**src/rtl/ringoscillator_tap_controller_pkg.sv**
```systemverilog
// Shared definitions for the ring-oscillator tap controller: FSM state encoding,
// tap-width derivation (identical to the oscillator's) and a small helper.
// Latency: n/a (package). Backpressure: n/a.
`ifndef RINGOSCILLATOR_TAP_CONTROLLER_PKG_SV
`define RINGOSCILLATOR_TAP_CONTROLLER_PKG_SV
package ringoscillator_tap_controller_pkg;

   localparam logic [1:0] ENC_IDLE       = 2'd0;
   localparam logic [1:0] ENC_RESET_HOLD = 2'd1;
   localparam logic [1:0] ENC_SETTLE     = 2'd2;
   localparam logic [1:0] ENC_MEASURE    = 2'd3;

   typedef enum logic [1:0] {
      ST_IDLE       = ENC_IDLE,
      ST_RESET_HOLD = ENC_RESET_HOLD,
      ST_SETTLE     = ENC_SETTLE,
      ST_MEASURE    = ENC_MEASURE
   } state_t;

   // Must match the oscillator's tap select width exactly.
   function automatic int tap_width(input int max_taps);
      return $clog2(max_taps - 1) + 1;
   endfunction

   function automatic int max3(input int a, input int b, input int c);
      int m;
      m = (a > b) ? a : b;
      return (m > c) ? m : c;
   endfunction

endpackage
`endif

```
**src/rtl/ringoscillator_edge_sync.sv**
```systemverilog
// Purpose: 2-FF synchronizer for the asynchronous oscillator output plus one delay FF for rising-edge detect.
// Latency: rise_pulse asserts 2-3 clk after a rising edge on async_in. Backpressure: none (free-running).
// Ports: clk, rst (sync, active-high), async_in (asynchronous), rise_pulse (one-cycle pulse per rising edge).
module ringoscillator_edge_sync (
   input  logic clk,
   input  logic rst,
   input  logic async_in,
   output logic rise_pulse
);

   logic s1;
   logic s2;
   logic s3;

   always_ff @(posedge clk) begin
      if (rst) begin
         s1 <= 1'b0;
         s2 <= 1'b0;
         s3 <= 1'b0;
      end else begin
         s1 <= async_in;
         s2 <= s1;
         s3 <= s2;
      end
   end

   assign rise_pulse = s2 & ~s3;

endmodule

```
**src/rtl/ringoscillator_tap_controller.sv**
```systemverilog
// Purpose: tap-change control and edge-count measurement for an adjustable ring oscillator.
// Latency: accept at N -> osc_rst high N+1..N+RST, measuring from N+1+RST+SETTLE, meas_valid every GATE clks.
// Backpressure: req_ready only in IDLE/MEASURE; a request in MEASURE aborts the running window.
// Ports: clk, rst (sync active-high); req_valid/req_tap/req_ready (host request);
//        osc_tap/osc_rst/osc_in (oscillator side); meas_valid/meas_count/meas_overflow (result); busy.
module ringoscillator_tap_controller
   import ringoscillator_tap_controller_pkg::*;
#(
   parameter  int MAX_TAPS      = 4,
   parameter  int RST_CYCLES    = 4,
   parameter  int SETTLE_CYCLES = 16,
   parameter  int GATE_CYCLES   = 1000,
   parameter  int COUNT_WIDTH   = 16,
   localparam int TAPWIDTH      = tap_width(MAX_TAPS)
) (
   input  logic                   clk,
   input  logic                   rst,
   input  logic                   req_valid,
   input  logic [TAPWIDTH-1:0]    req_tap,
   output logic                   req_ready,
   output logic [TAPWIDTH-1:0]    osc_tap,
   output logic                   osc_rst,
   input  logic                   osc_in,
   output logic                   meas_valid,
   output logic [COUNT_WIDTH-1:0] meas_count,
   output logic                   meas_overflow,
   output logic                   busy
);

   // One phase counter is shared by all timed states, so it is sized for the longest of them.
   localparam int PH_MAX = max3(RST_CYCLES, SETTLE_CYCLES, GATE_CYCLES);
   localparam int PH_W   = (PH_MAX > 1) ? $clog2(PH_MAX) : 1;

   localparam logic [PH_W-1:0]        RST_LAST    = PH_W'(RST_CYCLES - 1);
   localparam logic [PH_W-1:0]        SETTLE_LAST = PH_W'(SETTLE_CYCLES - 1);
   localparam logic [PH_W-1:0]        GATE_LAST   = PH_W'(GATE_CYCLES - 1);
   localparam logic [TAPWIDTH-1:0]    TAP_LAST    = TAPWIDTH'(MAX_TAPS - 1);
   localparam logic [COUNT_WIDTH-1:0] CNT_MAX     = {COUNT_WIDTH{1'b1}};

   state_t                 state;
   state_t                 state_nxt;
   logic [PH_W-1:0]        phase;
   logic [PH_W-1:0]        phase_nxt;
   logic                   accept;
   logic                   win_start;
   logic                   win_end;
   logic                   rise_pulse;
   logic [COUNT_WIDTH-1:0] edge_cnt;
   logic                   edge_ovf;
   logic [TAPWIDTH-1:0]    tap_clamped;

   ringoscillator_edge_sync u_edge_sync (
      .clk        (clk),
      .rst        (rst),
      .async_in   (osc_in),
      .rise_pulse (rise_pulse)
   );

   assign tap_clamped = (req_tap > TAP_LAST) ? TAP_LAST : req_tap;

   always_ff @(posedge clk) begin
      if (rst) begin
         state <= ST_IDLE;
         phase <= '0;
      end else begin
         state <= state_nxt;
         phase <= phase_nxt;
      end
   end

   always_comb begin
      state_nxt = state;
      phase_nxt = phase + 1'b1;
      win_start = 1'b0;
      win_end   = 1'b0;
      req_ready = 1'b0;
      osc_rst   = 1'b0;
      busy      = 1'b0;
      case (state)
         ST_IDLE: begin
            req_ready = 1'b1;
            osc_rst   = 1'b1;
            phase_nxt = '0;
         end
         ST_RESET_HOLD: begin
            osc_rst = 1'b1;
            busy    = 1'b1;
            if (phase == RST_LAST) begin
               state_nxt = ST_SETTLE;
               phase_nxt = '0;
            end
         end
         ST_SETTLE: begin
            busy = 1'b1;
            if (phase == SETTLE_LAST) begin
               state_nxt = ST_MEASURE;
               phase_nxt = '0;
               win_start = 1'b1;
            end
         end
         ST_MEASURE: begin
            req_ready = 1'b1;
            if (phase == GATE_LAST) begin
               phase_nxt = '0;
               win_end   = 1'b1;
            end
         end
         default: begin
            state_nxt = ST_IDLE;
            phase_nxt = '0;
         end
      endcase
      accept = req_valid & req_ready;
      // A request always wins, including on the last window cycle: the window is dropped.
      if (accept) begin
         state_nxt = ST_RESET_HOLD;
         phase_nxt = '0;
         win_start = 1'b0;
         win_end   = 1'b0;
      end
   end

   always_ff @(posedge clk) begin
      if (rst) begin
         osc_tap       <= '0;
         edge_cnt      <= '0;
         edge_ovf      <= 1'b0;
         meas_valid    <= 1'b0;
         meas_count    <= '0;
         meas_overflow <= 1'b0;
      end else begin
         meas_valid <= win_end;
         // osc_tap only moves on accept, which always enters RESET_HOLD, so the oscillator is held in reset.
         if (accept) begin
            osc_tap <= tap_clamped;
         end
         if (win_end) begin
            meas_count    <= edge_cnt;
            meas_overflow <= edge_ovf;
         end
         if (win_start) begin
            edge_cnt <= '0;
            edge_ovf <= 1'b0;
         end else if (win_end) begin
            // An edge seen on the boundary cycle belongs to the window that is starting.
            edge_cnt <= COUNT_WIDTH'(rise_pulse);
            edge_ovf <= 1'b0;
         end else if (state == ST_MEASURE && rise_pulse) begin
            if (edge_cnt == CNT_MAX) begin
               edge_ovf <= 1'b1;
            end else begin
               edge_cnt <= edge_cnt + 1'b1;
            end
         end
      end
   end

endmodule

```
**config.mk**
```make
export PLATFORM = sky130hd
export DESIGN_NAME = ringoscillator_tap_controller
export DESIGN_NICKNAME = d
export VERILOG_FILES = /design/src/rtl/ringoscillator_tap_controller_pkg.sv /design/src/rtl/ringoscillator_edge_sync.sv /design/src/rtl/ringoscillator_tap_controller.sv
export SDC_FILE = /design/constraint.sdc
export NUM_CORES = 1
export LEC_CHECK = 0
export ABC_AREA = 1
export CAP_MARGIN = 20
export CORE_UTILIZATION = 55
export DETAILED_ROUTE_END_ITERATION = 10
export GPL_ROUTABILITY_DRIVEN = 1
export PLACE_DENSITY = 0.79
export SKIP_CTS_REPAIR_TIMING = 1
export SYNTH_ARGS = -nofsm -noshare
export SYNTH_HDL_FRONTEND = slang
export SYNTH_SLANG_ARGS = --single-unit
```
**constraint.sdc**
```tcl
create_clock -name clk -period 1.9 [get_ports clk]
set_input_delay 0.19 -clock clk [delete_from_list [all_inputs] [get_ports clk]]
set_output_delay 0.19 -clock clk [all_outputs]
set_load 0.01 [all_outputs]
```
==> flow_metrics.py <==
metrics = {
    "setup_path": {
        "timing.critical_path.required_ns": 1.71,
        "crit_path_start_kind": "flip-flop",
        "timing.critical_path.fanout_max": 4,
        "criticalPathCategory": "flip-flop to output port",
        "end_kind": "output port",
        "arrival_ns": 1.62,
    },
    "run": {
        "timing.max_cap.violations": 0,
    },
    "pwr": {
        "power_frac_clock": 0.365,
        "share_comb_of_total_power": 0.103,
        "power_density_relative_to_cell_area_nw_per_um2": 727,
        "seq_power_share": 0.532,
        "total_power_mw": 2.15,
        "cellInternalPower_mw": 1.66,
        "max-vdd-ir-drop_uv": 530,
        "netSwitchingFraction": 0.230,
        "power.static_leakage_nw": 1.11,
        "p_switching_uw": 493,
    },
    "cells_and_area": {
        "fin_nets": 381,
        "drive_gt1_frac": 0.0897,
        "antenna_cells": 0,
        "growth_of_design_area_from_synthesis_to_finish_pct": 18.8,
    },
    "synthesis": {
        "synth_area_leader_cell": "dfxtp_1",
        "async_reset_ff_frac": 0,
        "synthTopCellsByCount": "nand2_1, dfxtp_1, nor2_1",
        "yosysTopAreaCellShare": 0.426,
        "synth.most_common_cell": "nand2_1",
        "synthesis.instances": 335,
        "synth_enable_flop_cells": 0,
        "synth_area_leaders": "dfxtp_1, nand2_1, nor2_1, a21oi_1, inv_1",
        "ys_dominant_reg_cell": "dfxtp_1",
        "seq_area_frac_synth": 0.426,
        "synth.yosys.warnings": 0,
        "syn-mean-instance-area_sq_um": 7.43,
        "synth-seq-cells": 53,
        "synth_cell_types": 32,
        "syn_nets": 349,
        "synth.cell_area_sq_um": 2490,
    },
    "sta": {
        "fin_tns_setup_ns": 0,
        "worst_pin_slew_ns": 0.527,
        "finalCriticalPeriod_ns": 1.81,
        "fmaxAchievable_mhz": 552,
        "final_critical_path_setup_slack_ns": 0.0896,
        "hold-worst-slack_ns": 0.394,
        "slew-limit-headroom": 0.646,
        "finalCritPeriodShare": 0.953,
        "setup-violations-final": 0,
        "finClkSkew_ns": 0.00702,
        "hold_violations": 0,
        "number_of_slew_limit_violations_in_the_final_report": 0,
    },
    "clock_tree": {
        "clock_latency_ns": 0.31,
        "clock-root-buffer": "clkbuf_8",
        "buffers_from_clock_root_to_sink_at_most": 2,
        "numCtsBuffers": 5,
        "cts_tree": "done",
        "post_cts_clock_slew_at_the_launch_and_capture_registers_of_the_worst_setup_and_hold_paths_ns": 0.09,
        "cts.sink_count": 53,
        "ctsHtreeMaxLevel": 2,
    },
    "floorplan": {
        "die_w_microns": 69.3,
        "die-height_microns": 69.3,
        "floorplan_die_area_sq_um": 4800,
        "floorplan.core_area_sq_um": 4350,
        "num_ports": 31,
        "rows": 24,
        "start_util": 0.572,
    },
    "place": {
        "placement.setup.worst_slack_ns": -0.0108,
        "place.port_buffers": 30,
        "post-dp-hpwl_microns": 3700,
        "gpl.final_weighted_congestion": 0.886,
    },
    "global_routing": {
        "first_global_vias": 2001,
        "grt_pass1_wl_microns": 8600,
        "antenna_violations_before_repair": 0,
        "grt_max_degree": 33,
        "grt_overflow": 0,
        "grt_usage": 0.219,
    },
    "routing": {
        "avgRoutedWirePerCell_microns": 12.9,
        "drt-pass1-iter-count": 6,
        "viasPerCell": 5.28,
        "post_route_drc_violation_count": 0,
        "routed_wirelength_microns": 5430,
        "detail-route-antenna-nets": 0,
        "vias": 2217,
        "detail_route.iter0.violations": 171,
    },
    "status": {
        "status": "finished, final reports clean",
    },
    "min_path": {
        "worstHoldPathType": "input pin to flip-flop",
    },
}
-- through the flow --
step,area [sq um],instances,util
2_1_floorplan,2490,335,-
3_5_place_dp,2800,410,0.643
6_report,2960,420,0.679
4_1_cts,2920,418,0.670
3_3_place_gp,2800,410,0.643
5_1_grt,2960,420,0.679
-- power by group through the flow --
stage	registers (mW)	logic [mW]	clock network, mW
after floorplan	1.17	0.128	0
after global placement	1.17	0.216	0
after detailed placement	1.17	0.220	0
after CTS	1.14	0.221	0.799
after global routing	1.15	0.247	0.842
final	1.14	0.222	0.784
-- flip-flops by register name, indices dropped and copies added, names as in the netlist --
signal / cells
u_edge_sync.s1: 1
meas_count: 16
edge_cnt: 16
meas_overflow: 1
edge_ovf: 1
phase: 10
u_edge_sync.s3: 1
state: 2
osc_tap: 3
meas_valid: 1
u_edge_sync.s2: 1
-- final timing paths --
kind | slack, ns | to | startpoint | depth (start not counted)
setup / recovery | 0.09 | busy | state[0] | 3
hold / removal | 0.39 | u_edge_sync.s1 | osc_in | 3
setup reg to reg | 0.11 | edge_cnt[11] | state[0] | 7
hold reg to reg | 0.41 | u_edge_sync.s2 | u_edge_sync.s1 | 2
-- critical path, cell delays in order, from the launching register on --
cell and delay [ns]:
dfxtp_2 0.36, inv_1 0.08, ha_1 0.31, clkdlybuf4s50_1 0.56
-- final cells by class --
| class | count | area [sq um] |
|---|---|---|
| Tap cell | 52 | 65.1 |
| Clock buffer | 7 | 86.3 |
| Sequential cell | 53 | 1060 |
| Timing Repair inverter | 1 | 6.26 |
| Fill cell | 366 | 1400 |
| Inverter | 38 | 148 |
| Clock inverter | 1 | 30.0 |
| Multi-Input combinational cell | 236 | 1240 |
| Timing Repair Buffer | 32 | 320 |
-- placed cells by master (no fill, tap or decap), drive strengths merged --
cell / n
a21oi: 34
clkinv: 1
nor2: 49
dfxtp: 53
ha: 7
xnor2: 2
nand2: 69
xor2: 10
nor3b: 1
clkbuf: 7
bufinv: 1
nor3: 10
dlymetal6s2s: 2
o21ai: 26
buf: 2
inv: 38
nand4: 7
or2: 2
nand3: 19
clkdlybuf4s50: 28
-- per-layer routing --
metal / GRT usage / wire [microns]
met1: 0.282 / 2560
met3: 0.0538 / 271
met4: 0.0816 / 62
met2: 0.353 / 2540
met5: 0 / 0
-- logic make-up after synthesis --
kind of cell | share of synthesized area
XOR/XNOR | 0.0422
adder cells (fa/ha/maj) | 0.0352
AND/OR/NAND/NOR | 0.281
flip-flops | 0.426
buffers and inverters | 0.0855
AO/OA/AOI/OAI | 0.130
Power figures use the tool's default switching activity.
